===== src/rtl/fetch_pkg.sv =====
// Shared types for the fetch controller slice.
// Instruction/address widths, FSM states and the default boot PC.
package fetch_pkg;

  typedef logic [18:0] instr_t;
  typedef logic [11:0] addr_t;

  typedef enum logic [1:0] {
    S_BOOT,
    S_RUN,
    S_HALT
  } state_t;

  localparam addr_t RESET_PC_DEFAULT = 12'h000;

endpackage


===== src/rtl/fetch_controller_if.sv =====
// Memory read port plus decoder valid/ready handshake.
// The controller is the master side; memory and decoder are the slave.
interface fetch_controller_if;
  import fetch_pkg::*;

  addr_t  imem_addr;
  instr_t imem_instr;
  instr_t instr_out;
  addr_t  pc_out;
  logic   instr_valid;
  logic   instr_ready;

  modport master (
    output imem_addr,
    output instr_out,
    output pc_out,
    output instr_valid,
    input  imem_instr,
    input  instr_ready
  );

  modport slave (
    input  imem_addr,
    input  instr_out,
    input  pc_out,
    input  instr_valid,
    output imem_instr,
    output instr_ready
  );

endinterface


===== src/rtl/return_stack.sv =====
// Return-address stack: push/pop with full/empty flags.
// Push wins over pop; overflow and underflow requests are dropped.
module return_stack
  import fetch_pkg::*;
#(
  parameter int DEPTH = 8
) (
  input  logic  clk,
  input  logic  rst,
  input  logic  push,
  input  logic  pop,
  input  addr_t din,
  output addr_t top,
  output logic  full,
  output logic  empty
);

  localparam int AW = $clog2(DEPTH);
  localparam logic [AW:0] ONE = (AW+1)'(1);
  localparam logic [AW:0] CAP = (AW+1)'(DEPTH);

  addr_t         mem [DEPTH];
  logic [AW:0]   cnt;
  logic [AW-1:0] wr_idx;
  logic [AW-1:0] top_idx;

  assign wr_idx  = cnt[AW-1:0];
  assign top_idx = wr_idx - AW'(1);
  assign full    = (cnt == CAP);
  assign empty   = (cnt == '0);
  assign top     = mem[top_idx];

  always_ff @(posedge clk) begin
    if (push && !full) begin
      mem[wr_idx] <= din;
    end
  end

  always_ff @(posedge clk or negedge rst) begin
    if (!rst) begin
      cnt <= '0;
    end else if (push && !full) begin
      cnt <= cnt + ONE;
    end else if (pop && !empty) begin
      cnt <= cnt - ONE;
    end
  end

endmodule


===== src/rtl/fetch_controller.sv =====
// Fetch controller: boot/run/halt FSM, PC sequencing, redirects.
// Define FETCH_RAS_EN to build the return-address stack for call/ret.
module fetch_controller
  import fetch_pkg::*;
#(
  parameter addr_t RESET_PC  = RESET_PC_DEFAULT,
  parameter int    RAS_DEPTH = 8
) (
  input  logic  clk,
  input  logic  rst,
  fetch_controller_if.master bus,
  input  logic  redirect_valid,
  input  addr_t redirect_addr,
  input  logic  call_valid,
  input  addr_t call_addr,
  input  logic  ret_valid,
  input  logic  halt,
  input  logic  resume,
  output logic  ras_err,
  output logic  running
);

  state_t state;
  addr_t  pc;
  addr_t  tgt;
  addr_t  ras_top;
  logic   ras_full;
  logic   ras_empty;
  logic   ret_en;
  logic   live;
  logic   sel_redir;
  logic   sel_call;
  logic   sel_ret;
  logic   ev;
  logic   err_set;

  assign bus.imem_addr = pc;
  assign running = (state == S_RUN);
  assign live = (state == S_RUN) && !halt;

  assign sel_redir = redirect_valid;
  assign sel_call  = call_valid && !redirect_valid;
  assign sel_ret   = ret_en && !call_valid && !redirect_valid;

`ifdef FETCH_RAS_EN
  logic push;
  logic pop;

  assign ret_en = ret_valid;
  assign push = live && sel_call && !ras_full;
  assign pop  = live && sel_ret && !ras_empty;

  return_stack #(
    .DEPTH(RAS_DEPTH)
  ) u_ras (
    .clk   (clk),
    .rst   (rst),
    .push  (push),
    .pop   (pop),
    .din   (bus.pc_out + 12'd1),
    .top   (ras_top),
    .full  (ras_full),
    .empty (ras_empty)
  );
`else
  assign ret_en    = ret_valid & 1'b0;
  assign ras_full  = 1'b0;
  assign ras_empty = 1'b1;
  assign ras_top   = '0;
`endif

  // An empty-stack ret targets the current pc: a bubble, not a jump.
  always_comb begin
    ev      = sel_redir || sel_call || sel_ret;
    tgt     = pc;
    err_set = 1'b0;
    unique case (1'b1)
      sel_redir: tgt = redirect_addr;
      sel_call: begin
        tgt     = call_addr;
        err_set = ras_full;
      end
      sel_ret: begin
        tgt     = ras_empty ? pc : ras_top;
        err_set = ras_empty;
      end
      default: ;
    endcase
  end

  always_ff @(posedge clk or negedge rst) begin
    if (!rst) begin
      state           <= S_BOOT;
      pc              <= RESET_PC;
      bus.instr_out   <= '0;
      bus.pc_out      <= '0;
      bus.instr_valid <= 1'b0;
      ras_err         <= 1'b0;
    end else begin
      unique case (state)
        S_BOOT: state <= S_RUN;
        S_HALT: begin
          if (resume && !halt) begin
            state <= S_RUN;
          end
        end
        S_RUN: begin
          if (halt) begin
            state           <= S_HALT;
            bus.instr_valid <= 1'b0;
            // Refetch a stalled word so it is not lost across halt.
            if (bus.instr_valid && !bus.instr_ready) begin
              pc <= bus.pc_out;
            end
          end else if (ev) begin
            pc              <= tgt;
            bus.instr_valid <= 1'b0;
            if (err_set) begin
              ras_err <= 1'b1;
            end
          end else if (!bus.instr_valid || bus.instr_ready) begin
            bus.instr_out   <= bus.imem_instr;
            bus.pc_out      <= pc;
            bus.instr_valid <= 1'b1;
            pc              <= pc + 12'd1;
          end
        end
        default: state <= S_BOOT;
      endcase
    end
  end

endmodule

===== src/flat_wrapper.sv =====
// flat-port wrapper written by rule: the top's interface ports become plain ports
module fetch_controller_flat import fetch_pkg::*;
#(
  parameter addr_t RESET_PC  = RESET_PC_DEFAULT,
  parameter int    RAS_DEPTH = 8
)
  (clk, rst, redirect_valid, redirect_addr, call_valid, call_addr, ret_valid, halt, resume, ras_err, running, bus_imem_addr, bus_instr_out, bus_pc_out, bus_instr_valid, bus_imem_instr, bus_instr_ready);
  fetch_controller_if bus_i ();
  input  logic clk;
  input  logic rst;
  input  logic redirect_valid;
  input  addr_t redirect_addr;
  input  logic call_valid;
  input  addr_t call_addr;
  input  logic ret_valid;
  input  logic halt;
  input  logic resume;
  output logic ras_err;
  output logic running;
  output wire logic [$bits(bus_i.imem_addr)-1:0] bus_imem_addr;
  output wire logic [$bits(bus_i.instr_out)-1:0] bus_instr_out;
  output wire logic [$bits(bus_i.pc_out)-1:0] bus_pc_out;
  output wire logic [$bits(bus_i.instr_valid)-1:0] bus_instr_valid;
  input wire logic [$bits(bus_i.imem_instr)-1:0] bus_imem_instr;
  input wire logic [$bits(bus_i.instr_ready)-1:0] bus_instr_ready;
  assign bus_imem_addr = bus_i.imem_addr;
  assign bus_instr_out = bus_i.instr_out;
  assign bus_pc_out = bus_i.pc_out;
  assign bus_instr_valid = bus_i.instr_valid;
  assign bus_i.imem_instr = bus_imem_instr;
  assign bus_i.instr_ready = bus_instr_ready;
  fetch_controller #(.RESET_PC(RESET_PC), .RAS_DEPTH(RAS_DEPTH)) u_core (.clk(clk), .rst(rst), .bus(bus_i), .redirect_valid(redirect_valid), .redirect_addr(redirect_addr), .call_valid(call_valid), .call_addr(call_addr), .ret_valid(ret_valid), .halt(halt), .resume(resume), .ras_err(ras_err), .running(running));
endmodule

===== config.mk =====
export PLATFORM = sky130hd
export DESIGN_NAME = fetch_controller_flat
export DESIGN_NICKNAME = d
export VERILOG_FILES = /design/src/rtl/fetch_pkg.sv /design/src/rtl/fetch_controller_if.sv /design/src/rtl/return_stack.sv /design/src/rtl/fetch_controller.sv /design/src/flat_wrapper.sv
export SDC_FILE = /design/constraint.sdc
export NUM_CORES = 1
export LEC_CHECK = 0
export BUFFER_PORTS_ARGS = -buffer_cell sky130_fd_sc_hd__buf_2
export CORE_MARGIN = 2
export CORE_UTILIZATION = 30
export DETAILED_ROUTE_END_ITERATION = 16
export PLACE_DENSITY_LB_ADDON = 0.12
export SYNTH_ARGS = -nofsm -noshare
export SYNTH_HDL_FRONTEND = slang
export SYNTH_SLANG_ARGS = --single-unit

===== constraint.sdc =====
create_clock -name clk -period 2.1 [get_ports clk]
set_clock_uncertainty 0.15 [all_clocks]
set_input_delay 0.105 -clock clk [delete_from_list [all_inputs] [get_ports clk]]
set_output_delay 0.105 -clock clk [all_outputs]
set_load 0.1 [all_outputs]

Word level (Yosys, flattened, before mapping)
Cells that the tools add are included.

operators by class
  div/mod/pow operators = 0
  $lt $le $gt $ge = 0
  reduce and logical (&&, ||, !) cells = 15
  eq/ne operators = 6
  muxes and demuxes = 11
  add/subtract/negate cells = 1
  bitwise operators = 2
  multipliers = 0
  shift-type cells = 0

operators by type and width
  kind                                                             count
  12-bit 2-to-1 mux                                                4
  12-bit case mux with 2 select lines                              1
  12-bit by 1-bit adder with 12-bit output, second input constant  1
  4-bit AND reduction                                              2
  2-bit case mux with 3 select lines                               1
  1-bit logical NOT                                                4
  2-bit 2-to-1 mux                                                 2
  2-bit by 1-bit != test with 1-bit output, second input constant  2
  4-bit by 3-bit != test with 1-bit output, second input constant  1
  2-bit AND reduction                                              2
  1-bit logical AND                                                3
  1-bit 2-to-1 mux                                                 3
  3-bit nonzero test                                               1
  2-bit by 1-bit == test with 1-bit output, second input constant  1
  2-bit == test, second input constant                             1
  2-bit logical NOT                                                1
  1-bit logical OR                                                 2
  2-bit != test, second input constant                             1
  1-bit NOT                                                        2

storage, ports and cells
  bits in latches = 0
  input bits = 51
  bits in read-only memories = 0
  memories kept = 0
  word-level logic and storage cells = 40
  memory bits (writable) = 0
  output and inout port bits = 46
  register bits after elaboration = 46

Logic depth before layout (Yosys ltp)
Gate-level depths: netlist of run 1.

  depth after elaboration = 5
  mapped depth = 7
  mapped depth without buffers = 6

Worst setup path after synthesis of run 1
Ideal clock, no wire load.

  path type = register to register
  from = reg u_core.pc[4], in the netlist u_core.bus.imem_addr[4]
  to = reg u_core.pc[11], in the netlist u_core.bus.imem_addr[11]
  arrival time = 2.276 ns
  clock period less this slack = 2.493 ns
  path slack = -0.393 ns
  cell stages (with the launch flop) = 6
  cells stage by stage = dfrtp_1 nand4_4 nor4_2 or3b_1 a221oi_2 a211o_1

between the ends
  cells in the longest elaborated chain, start to end = 4

RTL lines
  what                                      RTL line                 text
  start, declared                           fetch_controller.sv:24   addr_t pc;
  start signal, assigned                    fetch_controller.sv:113  pc <= bus.pc_out;
  start signal, assigned                    fetch_controller.sv:116  pc <= tgt;
  start signal, assigned                    fetch_controller.sv:125  pc <= pc + 12'd1;
  12-bit by 1-bit adder with 12-bit output  fetch_controller.sv:125
  12-bit 2-to-1 mux                         fetch_controller.sv:121  end else if (!bus.instr_valid || bus.instr_ready) begin
  12-bit 2-to-1 mux                         fetch_controller.sv:115  end else if (ev) begin
  12-bit 2-to-1 mux                         fetch_controller.sv:108  if (halt) begin

Every way passes these cells. The select of a mux whose other input is x is not followed.
A chain may end at the register's enable or synchronous reset.

Final worst setup path of run 1
  from = reg u_core.pc[0], in the netlist u_core.bus.imem_addr[0]
  to = reg u_core.pc[2], in the netlist u_core.bus.imem_addr[2]

Same word-level chain as after synthesis.

==> impl_results.html, run 1 <==
<table>
<tr><th>Metric</th><th>Value</th></tr>
<tr><th colspan="2">STA</th></tr>
<tr><td>Crit share post-route</td><td>about nine tenths</td></tr>
<tr><td>Setup repair after global routing missed its margin</td><td>no</td></tr>
<tr><td>Number of hold-slack violations in the final timing report</td><td>0</td></tr>
<tr><td>Slew @ Worst Pin</td><td>a little under 0.6 ns</td></tr>
<tr><td>Final Slew Violations</td><td>0</td></tr>
<tr><td>Max-slew headroom at the worst pin</td><td>around three fifths</td></tr>
<tr><td>Setup-failing EPs final</td><td>0</td></tr>
<tr><td>Minimum clock period after layout</td><td>between 1.5 and 2 ns</td></tr>
<tr><td>Least setup slack across all paths after layout</td><td>~0.20 ns</td></tr>
<tr><td>Timing-limited maximum frequency</td><td>roughly 530 MHz</td></tr>
<tr><th colspan="2">Logic synthesis</th></tr>
<tr><td>Number of cells produced by synthesis</td><td>214</td></tr>
<tr><td>Top cell types by occurrence after synthesis</td><td>dfrtp_1 (46), mux2_2 (30), nand2_1 (17)</td></tr>
<tr><td>Number of enable-type register cells in the synthesized netlist</td><td>0</td></tr>
<tr><td>Average size of a mapped cell</td><td>between 10 and 15 sq um</td></tr>
<tr><td>Summed instance area of the synthesized netlist</td><td>2360 sq um</td></tr>
<tr><td>Primary FF master, synth</td><td>dfrtp_1</td></tr>
<tr><td>Number of synthesized register bits</td><td>46</td></tr>
<tr><td>Share of Yosys cell area claimed by the top area cell type</td><td>between 40% and 50%</td></tr>
<tr><td>Most frequently used cell type in the post-synthesis netlist</td><td>dfrtp_1</td></tr>
<tr><td>Top area cells in the synthesized netlist</td><td>dfrtp_1 (49%), mux2_2 (14%), nand2_1 (2.7%), o21ai_0 (2.5%), a21oi_1 (2.1%)</td></tr>
<tr><td>Yosys synthesis warning count</td><td>0</td></tr>
<tr><td>Sequential share of the synthesized area</td><td>between 40% and 50%</td></tr>
<tr><td>Share of synthesized registers carrying an async set or reset</td><td>between 90% and 100%</td></tr>
<tr><td>Number of nets in the synthesized netlist</td><td>266</td></tr>
<tr><td>Leading area contributor after synthesis</td><td>dfrtp_1</td></tr>
<tr><td>Yosys cell types</td><td>46</td></tr>
<tr><th colspan="2">Place</th></tr>
<tr><td>Placed Area</td><td>2990 sq um</td></tr>
<tr><td>Gp weighted congestion</td><td>0.723</td></tr>
<tr><td>Total of buffers placed on input and output ports</td><td>94</td></tr>
<tr><td>Worst setup slack before clock tree synthesis</td><td>slightly above 0.2 ns</td></tr>
<tr><td>HPWL Detailed</td><td>around 4700 um</td></tr>
<tr><th colspan="2">Clock tree</th></tr>
<tr><td>Later-pin clock latency in the skew report</td><td>just over 0.3 ns</td></tr>
<tr><td>Clock sink count</td><td>46</td></tr>
<tr><td>CTS H-tree depth</td><td>2</td></tr>
<tr><td>Longest Clk Path Bufs</td><td>2</td></tr>
<tr><td>Number of buffers inserted during clock tree synthesis</td><td>5</td></tr>
<tr><td>CTS tree</td><td>built</td></tr>
<tr><td>Clock root buffer master</td><td>clkbuf_8</td></tr>
<tr><td>Clock-pin slew on the worst setup and hold paths</td><td>about 0.08 ns</td></tr>
<tr><th colspan="2">Die</th></tr>
<tr><td>Effective utilization at floorplan</td><td>30.7%</td></tr>
<tr><td>Boundary pin count</td><td>97</td></tr>
<tr><td>Placement row count</td><td>32</td></tr>
<tr><td>CORE AREA</td><td>a little under 8000 sq um</td></tr>
<tr><td>Die span in y</td><td>92.7 um</td></tr>
<tr><td>Overall die area</td><td>between 8000 and 9000 sq um</td></tr>
<tr><td>Die Wd</td><td>approximately 93 um</td></tr>
<tr><th colspan="2">Worst setup path</th></tr>
<tr><td>Critical path type</td><td>reg -&gt; reg</td></tr>
<tr><td>Data required time of the worst path</td><td>~2.2 ns</td></tr>
<tr><td>Worst-path fanout max</td><td>7</td></tr>
<tr><td>Arrival time of the worst setup path</td><td>between 1.5 and 2 ns</td></tr>
<tr><td>Startpoint Class</td><td>register</td></tr>
<tr><td>Type of element capturing the critical path</td><td>register</td></tr>
<tr><th colspan="2">Route</th></tr>
<tr><td>Number of nets still failing antenna checks after routing</td><td>0</td></tr>
<tr><td>Total wire length</td><td>between 6000 and 7000 um</td></tr>
<tr><td>Mean routed wirelength per cell</td><td>~15 um</td></tr>
<tr><td>Detailed Route Iter0 Violations</td><td>100</td></tr>
<tr><td>Detail-routed via count per cell</td><td>between 4 and 5</td></tr>
<tr><td>Count of vias placed by the detailed router</td><td>approximately 2100</td></tr>
<tr><td>First-pass DRT Iterations</td><td>4</td></tr>
<tr><td>Total DRC errors in the routed layout</td><td>0</td></tr>
<tr><th colspan="2">Final layout</th></tr>
<tr><td>Final-layout fill cell count</td><td>between 800 and 900</td></tr>
<tr><td>Finished layout cell area</td><td>roughly 3300 sq um</td></tr>
<tr><td>Number of nets at the end of the flow</td><td>between 300 and 400</td></tr>
<tr><td>Relative area change from synthesis to final layout</td><td>39.9%</td></tr>
<tr><td>End-of-flow core utilization</td><td>roughly 43%</td></tr>
<tr><td>Ant. Diodes</td><td>0</td></tr>
<tr><td>Fraction of final layout cells sized beyond drive strength 1</td><td>about half</td></tr>
<tr><th colspan="2">Job</th></tr>
<tr><td>Max Cap Violations</td><td>0</td></tr>
<tr><th colspan="2">Global routing</th></tr>
<tr><td>Number of antenna violations at the first check in global routing</td><td>0</td></tr>
<tr><td>Vias in the first global route</td><td>2045</td></tr>
<tr><td>Wire length of the first global-routing pass</td><td>10300 um</td></tr>
<tr><td>Remaining Overflow, GRT</td><td>0</td></tr>
<tr><td>Pin count of the biggest net entering global routing</td><td>27</td></tr>
<tr><td>Overall fraction of global-route tracks in use</td><td>about 16%</td></tr>
<tr><th colspan="2">Outcome</th></tr>
<tr><td>Result of the run</td><td>complete, no violations</td></tr>
<tr><th colspan="2">Hold path</th></tr>
<tr><td>Hold WC Path Type</td><td>in -&gt; reg</td></tr>
</table>
[cell type report]
cell class                      instances  area [sq um]  area share, %
Sequential cell                        46          1170           35.4
Multi-Input combinational cell        146          1100           33.2
Timing Repair Buffer                  125           783           23.7
Tap cell                              102           128           3.86
Clock buffer                            6          82.6           2.50
Inverter                                8          33.8           1.02
Clock inverter                          2          12.5          0.379
[stage by stage]
stage | hold slack [ns] | std cells | setup TNS (ns)
after floorplan | -0.341 | 214 | -0.0514
after global placement | -0.00853 | 405 | 0
after detailed placement | -0.0149 | 405 | 0
after CTS | 0.0135 | 435 | 0
after global routing | 0.0386 | 435 | 0
final | 0.0186 | 435 | 0
[critical path, cell delays in order (launching register included)]
cell      delay [ns]
dfrtp_4         0.45
ha_1            0.27
or3b_2          0.46
a221oi_1        0.28
a21oi_1         0.06
o21ai_0         0.14
[cells in the final DEF, fill, tap and decap left out, types with 2 or more instances in the layout]
| master | n |
|---|---|
| a211o_1 | 2 |
| o21ai_0 | 12 |
| dfrtp_1 | 35 |
| nand2b_1 | 3 |
| inv_1 | 7 |
| or2_2 | 2 |
| a21oi_1 | 10 |
| xnor2_1 | 2 |
| buf_2 | 94 |
| clkbuf_8 | 6 |
| mux2_2 | 30 |
| nor2_1 | 4 |
| buf_12 | 2 |
| nor2b_1 | 5 |
| nor3_1 | 7 |
| nand3_1 | 8 |
| buf_4 | 7 |
| o31ai_1 | 6 |
| mux2i_1 | 3 |
| dlygate4sd3_1 | 22 |
| a221o_1 | 2 |
| dfrtp_4 | 2 |
| nand2_1 | 17 |
| dfrtp_2 | 9 |
| clkinvlp_4 | 2 |
| o211ai_1 | 3 |
| a221oi_1 | 5 |
| a32o_1 | 2 |
[registers in the layout, summed over array words and instances, names as in the netlist]
name                    flops
u_core.bus.instr_valid      1
u_core.bus.instr_out       19
u_core.bus.pc_out          12
u_core.state                2
u_core.bus.imem_addr       12
[cells by family (layout without fill, tap and decap cells)]
| kind of cell | count (synthesis) | in the layout | share of synthesized area, % |
|---|---|---|---|
| XOR/XNOR | 2 | 2 | 0.742 |
| adder cells (fa/ha/maj) | 1 | 1 | 0.530 |
| AND/OR/NAND/NOR | 55 | 55 | 12.8 |
| multiplexers | 33 | 33 | 15.6 |
| other | 1 | 1 | 0.159 |
| AO/OA/AOI/OAI | 54 | 54 | 16.3 |
| buffers and inverters | 22 | 141 | 5.19 |
| flip-flops | 46 | 46 | 48.7 |
[routing by layer]
layer,up-vias,global-route usage [%],share of wire [%]
li1,1011,-,-
met1,1036,21.3,44
met2,55,25.2,49
met3,8,2.20,5.0
met4,0,5.51,1.5
met5,-,0,0
[repair_timing]
item,CTS,global route
hold endpoints to repair,44,0
hold buffers,22,0
gates resized for setup,0,0
buffers inserted,0,0
[worst paths after layout]
| check | from | to | slack, ns | cells after the start |
|---|---|---|---|---|
| max | u_core.bus.imem_addr[0]$_DFFE_PN0P_ | u_core.bus.imem_addr[2]$_DFFE_PN0P_ | 0.20 | 5 |
| min | redirect_addr[0] | u_core.bus.imem_addr[0]$_DFFE_PN0P_ | 0.02 | 4 |
| max reg2reg | u_core.bus.imem_addr[0]$_DFFE_PN0P_ | u_core.bus.imem_addr[2]$_DFFE_PN0P_ | 0.20 | 5 |
| min reg2reg | u_core.bus.instr_valid$_DFFE_PN0P_ | u_core.bus.instr_valid$_DFFE_PN0P_ | 0.35 | 2 |
| max in group asynchronous | rst | u_core.bus.imem_addr[0]$_DFFE_PN0P_ | 1.05 | 3 |
| min in group asynchronous | rst | u_core.bus.instr_out[16]$_DFFE_PN0P_ | 0.18 | 2 |
Power of run 1 is left out: the tool's default activity adds up to more than one toggle a clock period on the data nets, which glitch-free logic cannot reach.
==> inputs of run 2 (changes only) <==
==> constraint.sdc (replaced) <==
create_clock -name clk -period 2.1 [get_ports clk]
set_clock_uncertainty 0.15 [all_clocks]
set_input_delay 0.42 -clock clk [delete_from_list [all_inputs] [get_ports clk]]
set_output_delay 0.42 -clock clk [all_outputs]
set_load 0.1 [all_outputs]
==> run 2 against run 1 <==
Net effect: critical path depth fell by 2; non-clock buffer count shrank 14; final cell count down 3.2%; sequential cell count stayed put; design area is 4.5% lower; sequential share of layout area grew 1.7 points; first-iteration DRC count decreased by 42%; hold slack improved by 0.15 ns; routed wire length decreased by 2.8%; register-to-register slack barely moved; clock-buffer cell count is 1 higher; critical endpoint is now running.
==> impl_results.html, run 2 (same netlist as run 1, synthesis figures left out) <==
<table>
<tr><th>Metric</th><th>Value</th></tr>
<tr><th colspan="2">Outcome</th></tr>
<tr><td>Result of the run</td><td>complete, no violations (unchanged)</td></tr>
<tr><th colspan="2">Hold path</th></tr>
<tr><td>Startpoint of the lowest-slack hold path</td><td>resume (was redirect_addr[0])</td></tr>
<tr><td>Sink of the worst hold path</td><td>u_core.state[1]$_DFFE_PN0P_ (was u_core.bus.imem_addr[0]$_DFFE_PN0P_)</td></tr>
<tr><td>Worst Hold Depth</td><td>2 (was 4)</td></tr>
<tr><td>Hold WC Path Type</td><td>in -&gt; reg (unchanged)</td></tr>
<tr><th colspan="2">Route</th></tr>
<tr><td>Count of vias placed by the detailed router</td><td>2041 (was 2110)</td></tr>
<tr><td>Mean routed wirelength per cell</td><td>15.1 um (was 15.0 um)</td></tr>
<tr><td>Number of nets still failing antenna checks after routing</td><td>0 (unchanged)</td></tr>
<tr><td>Total wire length</td><td>6350 um (was 6530 um)</td></tr>
<tr><td>First-pass DRT Iterations</td><td>4 (unchanged)</td></tr>
<tr><td>Detailed Route Iter0 Violations</td><td>58 (was 100)</td></tr>
<tr><td>Detail-routed via count per cell</td><td>4.85 (about the same)</td></tr>
<tr><td>Total DRC errors in the routed layout</td><td>0 (unchanged)</td></tr>
<tr><th colspan="2">Worst setup path</th></tr>
<tr><td>Critical path type</td><td>reg -&gt; out (was reg -&gt; reg)</td></tr>
<tr><td>Worst-path fanout max</td><td>4 (was 7)</td></tr>
<tr><td>Arrival time of the worst setup path</td><td>1.39 ns (was 1.97 ns)</td></tr>
<tr><td>Worst Reg2Reg Path Length in Cells</td><td>5 (unchanged)</td></tr>
<tr><td>Type of element capturing the critical path</td><td>output pin (was register)</td></tr>
<tr><td>RR Endpoint</td><td>u_core.bus.imem_addr[11]$_DFFE_PN0P_ (was u_core.bus.imem_addr[2]$_DFFE_PN0P_)</td></tr>
<tr><td>Data required time of the worst path</td><td>1.53 ns (was 2.17 ns)</td></tr>
<tr><td>Startpoint Class</td><td>register (unchanged)</td></tr>
<tr><td>Origin of the critical flop-to-flop path</td><td>u_core.bus.imem_addr[5]$_DFFE_PN0P_ (was u_core.bus.imem_addr[0]$_DFFE_PN0P_)</td></tr>
<tr><td>Setup slack of the most critical reg-to-reg path</td><td>0.19 ns (was 0.20 ns)</td></tr>
<tr><th colspan="2">Clock tree</th></tr>
<tr><td>Later-pin clock latency in the skew report</td><td>0.31 ns (about the same)</td></tr>
<tr><td>Longest Clk Path Bufs</td><td>2 (unchanged)</td></tr>
<tr><td>Post-cts sizing count</td><td>0 (unchanged)</td></tr>
<tr><td>Clock-pin slew on the worst setup and hold paths</td><td>0.09 ns (was 0.08 ns)</td></tr>
<tr><td>Clock sink count</td><td>46 (unchanged)</td></tr>
<tr><td>Clock root buffer master</td><td>clkbuf_8 (unchanged)</td></tr>
<tr><td>Number of buffers inserted during clock tree synthesis</td><td>5 (unchanged)</td></tr>
<tr><td>CTS tree</td><td>built (unchanged)</td></tr>
<tr><td>CTS H-tree depth</td><td>2 (unchanged)</td></tr>
<tr><th colspan="2">Die</th></tr>
<tr><td>Overall die area</td><td>8600 sq um (unchanged)</td></tr>
<tr><td>Placement row count</td><td>32 (unchanged)</td></tr>
<tr><td>Boundary pin count</td><td>97 (unchanged)</td></tr>
<tr><td>Effective utilization at floorplan</td><td>30.7% (unchanged)</td></tr>
<tr><td>Die span in y</td><td>92.7 um (unchanged)</td></tr>
<tr><td>CORE AREA</td><td>7690 sq um (unchanged)</td></tr>
<tr><td>Die Wd</td><td>92.7 um (unchanged)</td></tr>
<tr><th colspan="2">Global routing</th></tr>
<tr><td>Number of antenna violations at the first check in global routing</td><td>0 (unchanged)</td></tr>
<tr><td>Overall fraction of global-route tracks in use</td><td>15.4% (was 15.6%)</td></tr>
<tr><td>Vias in the first global route</td><td>1932 (was 2045)</td></tr>
<tr><td>Pin count of the biggest net entering global routing</td><td>30 (was 27)</td></tr>
<tr><td>Remaining Overflow, GRT</td><td>0 (unchanged)</td></tr>
<tr><td>Wire length of the first global-routing pass</td><td>10200 um (was 10300 um)</td></tr>
<tr><th colspan="2">Final layout</th></tr>
<tr><td>Ant. Diodes</td><td>0 (unchanged)</td></tr>
<tr><td>Relative area change from synthesis to final layout</td><td>33.7% (was 39.9%)</td></tr>
<tr><td>End-of-flow core utilization</td><td>41.1% (was 43.0%)</td></tr>
<tr><td>Fraction of final layout cells sized beyond drive strength 1</td><td>53.6% (was 49.2%)</td></tr>
<tr><td>Max FFs per register</td><td>19 (unchanged)</td></tr>
<tr><td>Most used cells in the layout excluding fill and tap cells</td><td>buf_2 (94), dfrtp_1 (35), mux2_2 (30) (unchanged)</td></tr>
<tr><td>Finished layout cell area</td><td>3160 sq um (was 3310 sq um)</td></tr>
<tr><td>Leading cell type in the layout, fill and taps excluded</td><td>buf_2 (unchanged)</td></tr>
<tr><td>Largest register by flop count</td><td>u_core.bus.instr_out (unchanged)</td></tr>
<tr><td>Number of nets at the end of the flow</td><td>370 (was 384)</td></tr>
<tr><th colspan="2">STA</th></tr>
<tr><td>Timing-limited maximum frequency</td><td>510 MHz (was 527 MHz)</td></tr>
<tr><td>Number of hold-slack violations in the final timing report</td><td>0 (unchanged)</td></tr>
<tr><td>Crit share post-route</td><td>93.4% (was 90.4%)</td></tr>
<tr><td>Setup repair after global routing missed its margin</td><td>no (unchanged)</td></tr>
<tr><td>Setup-failing EPs final</td><td>0 (unchanged)</td></tr>
<tr><td>Final Slew Violations</td><td>0 (unchanged)</td></tr>
<tr><td>Minimum clock period after layout</td><td>1.96 ns (was 1.90 ns)</td></tr>
<tr><td>Sum of negative setup slack</td><td>0 ns (unchanged)</td></tr>
<tr><th colspan="2">Place</th></tr>
<tr><td>Gp weighted congestion</td><td>0.750 (was 0.723)</td></tr>
<tr><td>Placed Area</td><td>3040 sq um (was 2990 sq um)</td></tr>
<tr><td>HPWL Detailed</td><td>4680 um (was 4690 um)</td></tr>
<tr><td>Total of buffers placed on input and output ports</td><td>94 (unchanged)</td></tr>
<tr><th colspan="2">Job</th></tr>
<tr><td>Max Cap Violations</td><td>0 (unchanged)</td></tr>
</table>
run 2: how the worst max path moves through the flow:
stage | start | end | cells past startpoint
after floorplan | u_core.bus.imem_addr[4]$_DFFE_PN0P_ | u_core.bus.imem_addr[11]$_DFFE_PN0P_ | 5
after global placement | call_valid | u_core.bus.imem_addr[4]$_DFFE_PN0P_ | 7
after detailed placement | call_valid | u_core.bus.imem_addr[4]$_DFFE_PN0P_ | 7
after CTS | u_core.state[1]$_DFFE_PN0P_ | running | 3
after global routing | u_core.bus.imem_addr[5]$_DFFE_PN0P_ | u_core.bus.imem_addr[11]$_DFFE_PN0P_ | 5
final | u_core.state[1]$_DFFE_PN0P_ | running | 3
run 2: layer usage:
metal / routed length [um] / share of wire (%) / vias to the layer above / track usage [%]
met5: 0 / 0 / - / 0
met4: 90 / 1.4 / 0 / 4.78
met3: 285 / 4.5 / 6 / 2.77
met2: 3040 / 48 / 50 / 24.3
met1: 2930 / 46 / 996 / 21.6
li1: - / - / 989 / -
run 2: final cells by class:
cell class	count	area, sq um
inverter	8	33.8
sequential	46	1170
tap	102	128
multi-input combinational	146	1100
timing repair buffer	111	626
fill	808	4530
clock inverter	1	8.76
clock buffer	7	96.3
run 2: critical path, cell delays in order, from the launching register on:
cell and delay (ns):
dfrtp_1 0.41, nand2b_4 0.17, clkinvlp_4 0.09, buf_2 0.42
run 2: metrics by stage:
stage	worst slack, ns	hold slack [ns]	instances
2_1_floorplan	-0.0514	-0.0256	214
3_3_place_gp	0.145	0.247	412
3_5_place_dp	0.159	0.256	412
4_1_cts	0.114	0.164	421
5_1_grt	0.0548	0.170	421
6_report	0.138	0.168	421
run 2: what timing repair did:
item | CTS | global route
hold endpoints to repair | 17 | 0
hold buffers | 1 | 0
setup buffers | 0 | 0
Power of run 2 is left out for the same reason.
==> inputs of run 3 (changes only) <==
--- a/config.mk
+++ b/config.mk
@@ -9,7 +9,6 @@
 export CORE_MARGIN = 2
 export CORE_UTILIZATION = 30
 export DETAILED_ROUTE_END_ITERATION = 16
-export PLACE_DENSITY_LB_ADDON = 0.12
 export SYNTH_ARGS = -nofsm -noshare
 export SYNTH_HDL_FRONTEND = slang
 export SYNTH_SLANG_ARGS = --single-unit
==> run 3 against run 2 <==
Net effect: critical path depth is the same; global-route usage grew 0.37 points; design area shrank 0.28%; register-to-register slack is essentially flat; critical endpoint unchanged; non-clock buffer count shrank 4; via count shrank 1.2%; die area is the same; sequential share of layout area grew 0.10 points.
==> impl_results.html, run 3 (same netlist as run 1, synthesis figures left out) <==
<table>
<tr><th>Metric</th><th>Value</th></tr>
<tr><th colspan="2">Global routing</th></tr>
<tr><td>Vias in the first global route</td><td>2024 (was 1932)</td></tr>
<tr><td>Number of antenna violations at the first check in global routing</td><td>0 (unchanged)</td></tr>
<tr><td>Pin count of the biggest net entering global routing</td><td>31 (was 30)</td></tr>
<tr><td>Remaining Overflow, GRT</td><td>0 (unchanged)</td></tr>
<tr><td>Overall fraction of global-route tracks in use</td><td>15.8% (was 15.4%)</td></tr>
<tr><td>Wire length of the first global-routing pass</td><td>10500 um (was 10200 um)</td></tr>
<tr><th colspan="2">Route</th></tr>
<tr><td>Total wire length</td><td>6350 um (about the same)</td></tr>
<tr><td>Count of vias placed by the detailed router</td><td>2017 (was 2041)</td></tr>
<tr><td>First-pass DRT Iterations</td><td>5 (was 4)</td></tr>
<tr><td>Total DRC errors in the routed layout</td><td>0 (unchanged)</td></tr>
<tr><td>Number of nets still failing antenna checks after routing</td><td>0 (unchanged)</td></tr>
<tr><td>Detailed Route Iter0 Violations</td><td>109 (was 58)</td></tr>
<tr><td>Mean routed wirelength per cell</td><td>15.2 um (was 15.1 um)</td></tr>
<tr><td>Detail-routed via count per cell</td><td>4.84 (was 4.85)</td></tr>
<tr><th colspan="2">Worst setup path</th></tr>
<tr><td>Data required time of the worst path</td><td>1.53 ns (about the same)</td></tr>
<tr><td>Startpoint Class</td><td>register (unchanged)</td></tr>
<tr><td>Buf/Inv on CP</td><td>2 (unchanged)</td></tr>
<tr><td>Arrival time of the worst setup path</td><td>1.41 ns (was 1.39 ns)</td></tr>
<tr><td>Worst-path fanout max</td><td>4 (unchanged)</td></tr>
<tr><td>Top delay family on crit path</td><td>buffers and inverters (unchanged)</td></tr>
<tr><td>Type of element capturing the critical path</td><td>output pin (unchanged)</td></tr>
<tr><td>Largest stage delay on the critical path</td><td>0.43 ns (was 0.42 ns)</td></tr>
<tr><td>Max stage delay cell, worst path</td><td>buf_2 (unchanged)</td></tr>
<tr><td>Critical path type</td><td>reg -&gt; out (unchanged)</td></tr>
<tr><td>Crit-path cells</td><td>nand2b_4 &gt; clkinvlp_4 &gt; buf_2 (unchanged)</td></tr>
<tr><th colspan="2">Final layout</th></tr>
<tr><td>Largest register by flop count</td><td>u_core.bus.instr_out (unchanged)</td></tr>
<tr><td>Ant. Diodes</td><td>0 (unchanged)</td></tr>
<tr><td>Fraction of final layout cells sized beyond drive strength 1</td><td>53.0% (was 53.6%)</td></tr>
<tr><td>Max FFs per register</td><td>19 (unchanged)</td></tr>
<tr><td>Finished layout cell area</td><td>3150 sq um (was 3160 sq um)</td></tr>
<tr><td>Most used cells in the layout excluding fill and tap cells</td><td>buf_2 (94), dfrtp_1 (35), mux2_2 (30) (unchanged)</td></tr>
<tr><td>Final-layout fill cell count</td><td>816 (was 808)</td></tr>
<tr><td>Leading cell type in the layout, fill and taps excluded</td><td>buf_2 (unchanged)</td></tr>
<tr><td>Relative area change from synthesis to final layout</td><td>33.3% (was 33.7%)</td></tr>
<tr><td>Number of nets at the end of the flow</td><td>366 (was 370)</td></tr>
<tr><td>Number of standard cells in the layout, taps in and fillers out</td><td>417 (was 421)</td></tr>
<tr><th colspan="2">STA</th></tr>
<tr><td>Least setup slack across all paths after layout</td><td>0.122 ns (was 0.138 ns)</td></tr>
<tr><td>Timing-limited maximum frequency</td><td>506 MHz (was 510 MHz)</td></tr>
<tr><td>Max-slew headroom at the worst pin</td><td>59.1%</td></tr>
<tr><td>Sum of negative setup slack</td><td>0 ns (unchanged)</td></tr>
<tr><td>Slew @ Worst Pin</td><td>around 0.61 ns</td></tr>
<tr><td>Minimum clock period after layout</td><td>1.98 ns (was 1.96 ns)</td></tr>
<tr><td>Number of hold-slack violations in the final timing report</td><td>0 (unchanged)</td></tr>
<tr><td>Setup-failing EPs final</td><td>0 (unchanged)</td></tr>
<tr><td>Setup repair after global routing missed its margin</td><td>no (unchanged)</td></tr>
<tr><td>Final Slew Violations</td><td>0 (unchanged)</td></tr>
<tr><td>Crit share post-route</td><td>94.2% (was 93.4%)</td></tr>
<tr><th colspan="2">Die</th></tr>
<tr><td>Placement row count</td><td>32 (unchanged)</td></tr>
<tr><td>CORE AREA</td><td>7690 sq um (unchanged)</td></tr>
<tr><td>Overall die area</td><td>8600 sq um (unchanged)</td></tr>
<tr><td>Die Wd</td><td>92.7 um (unchanged)</td></tr>
<tr><td>Boundary pin count</td><td>97 (unchanged)</td></tr>
<tr><td>Effective utilization at floorplan</td><td>30.7% (unchanged)</td></tr>
<tr><td>Die span in y</td><td>92.7 um (unchanged)</td></tr>
<tr><th colspan="2">Job</th></tr>
<tr><td>Max Cap Violations</td><td>0 (unchanged)</td></tr>
<tr><th colspan="2">Clock tree</th></tr>
<tr><td>Number of setup buffers added after CTS</td><td>0 (unchanged)</td></tr>
<tr><td>Later-pin clock latency in the skew report</td><td>0.30 ns (was 0.31 ns)</td></tr>
<tr><td>Clock root buffer master</td><td>clkbuf_8 (unchanged)</td></tr>
<tr><td>Clock sink count</td><td>46 (unchanged)</td></tr>
<tr><td>Clock-pin slew on the worst setup and hold paths</td><td>0.09 ns (about the same)</td></tr>
<tr><td>CTS tree</td><td>built (unchanged)</td></tr>
<tr><td>Longest Clk Path Bufs</td><td>2 (unchanged)</td></tr>
<tr><td>CTS H-tree depth</td><td>2 (unchanged)</td></tr>
<tr><td>Post-cts sizing count</td><td>0 (unchanged)</td></tr>
<tr><td>Number of buffers inserted during clock tree synthesis</td><td>5 (unchanged)</td></tr>
<tr><th colspan="2">Place</th></tr>
<tr><td>Count of placed standard cells including taps</td><td>408 (was 412)</td></tr>
<tr><td>Total of buffers placed on input and output ports</td><td>94 (unchanged)</td></tr>
<tr><td>Gp weighted congestion</td><td>0.758 (was 0.750)</td></tr>
<tr><td>HPWL Detailed</td><td>4740 um (was 4680 um)</td></tr>
<tr><td>Worst setup slack before clock tree synthesis</td><td>0.157 ns (was 0.159 ns)</td></tr>
<tr><td>Placed Area</td><td>3030 sq um (was 3040 sq um)</td></tr>
<tr><th colspan="2">Hold path</th></tr>
<tr><td>Hold WC Path Type</td><td>in -&gt; reg (unchanged)</td></tr>
<tr><th colspan="2">Outcome</th></tr>
<tr><td>Result of the run</td><td>complete, no violations (unchanged)</td></tr>
</table>
[run 3: path summary, 6_finish.rpt]
check	depth (start not counted)	slack (ns)	end	start
worst max register to register	5	0.19	u_core.bus.imem_addr[11]$_DFFE_PN0P_	u_core.bus.imem_addr[5]$_DFFE_PN0P_
max in group asynchronous	3	0.81	u_core.bus.imem_addr[8]$_DFFE_PN0P_	rst
worst min register to register	1	0.35	u_core.bus.instr_out[18]$_DFFE_PN0P_	u_core.bus.instr_out[18]$_DFFE_PN0P_
min in group asynchronous	2	0.45	u_core.bus.instr_out[14]$_DFFE_PN0P_	rst
worst min-delay path	2	0.17	u_core.state[1]$_DFFE_PN0P_	resume
worst max-delay path	3	0.12	running	u_core.state[1]$_DFFE_PN0P_
[run 3: area by class of cell]
type	instances	area [sq um]	area share [%]
clock inverter	3	45.0	1.43
multi-input combinational	146	1100	34.8
inverter	8	33.8	1.07
timing repair buffer	107	608	19.3
sequential	46	1170	37.1
tap	102	128	4.05
clock buffer	5	68.8	2.19
[run 3: repair_timing]
item / CTS / global route
endpoints found under the hold margin: 16 / 0
hold buffers: 1 / 0
setup endpoints to repair: 0 / 0
[run 3: stage by stage]
stage | utilization, % | hold WS [ns]
floorplan | - | -0.0256
global placement | 39.4 | 0.248
detailed placement | 39.4 | 0.257
CTS | 41.0 | 0.159
global route | 41.0 | 0.158
finish | 41.0 | 0.165
[run 3: per-layer routing]
layer  GRT usage, %  wire (um)  vias up
met5              0          0        -
met4           5.76        121        0
met1           21.9       2900      962
li1               -          -      979
met2           24.6       2980       66
met3           2.93        346       10
Power of run 3 is left out for the same reason.
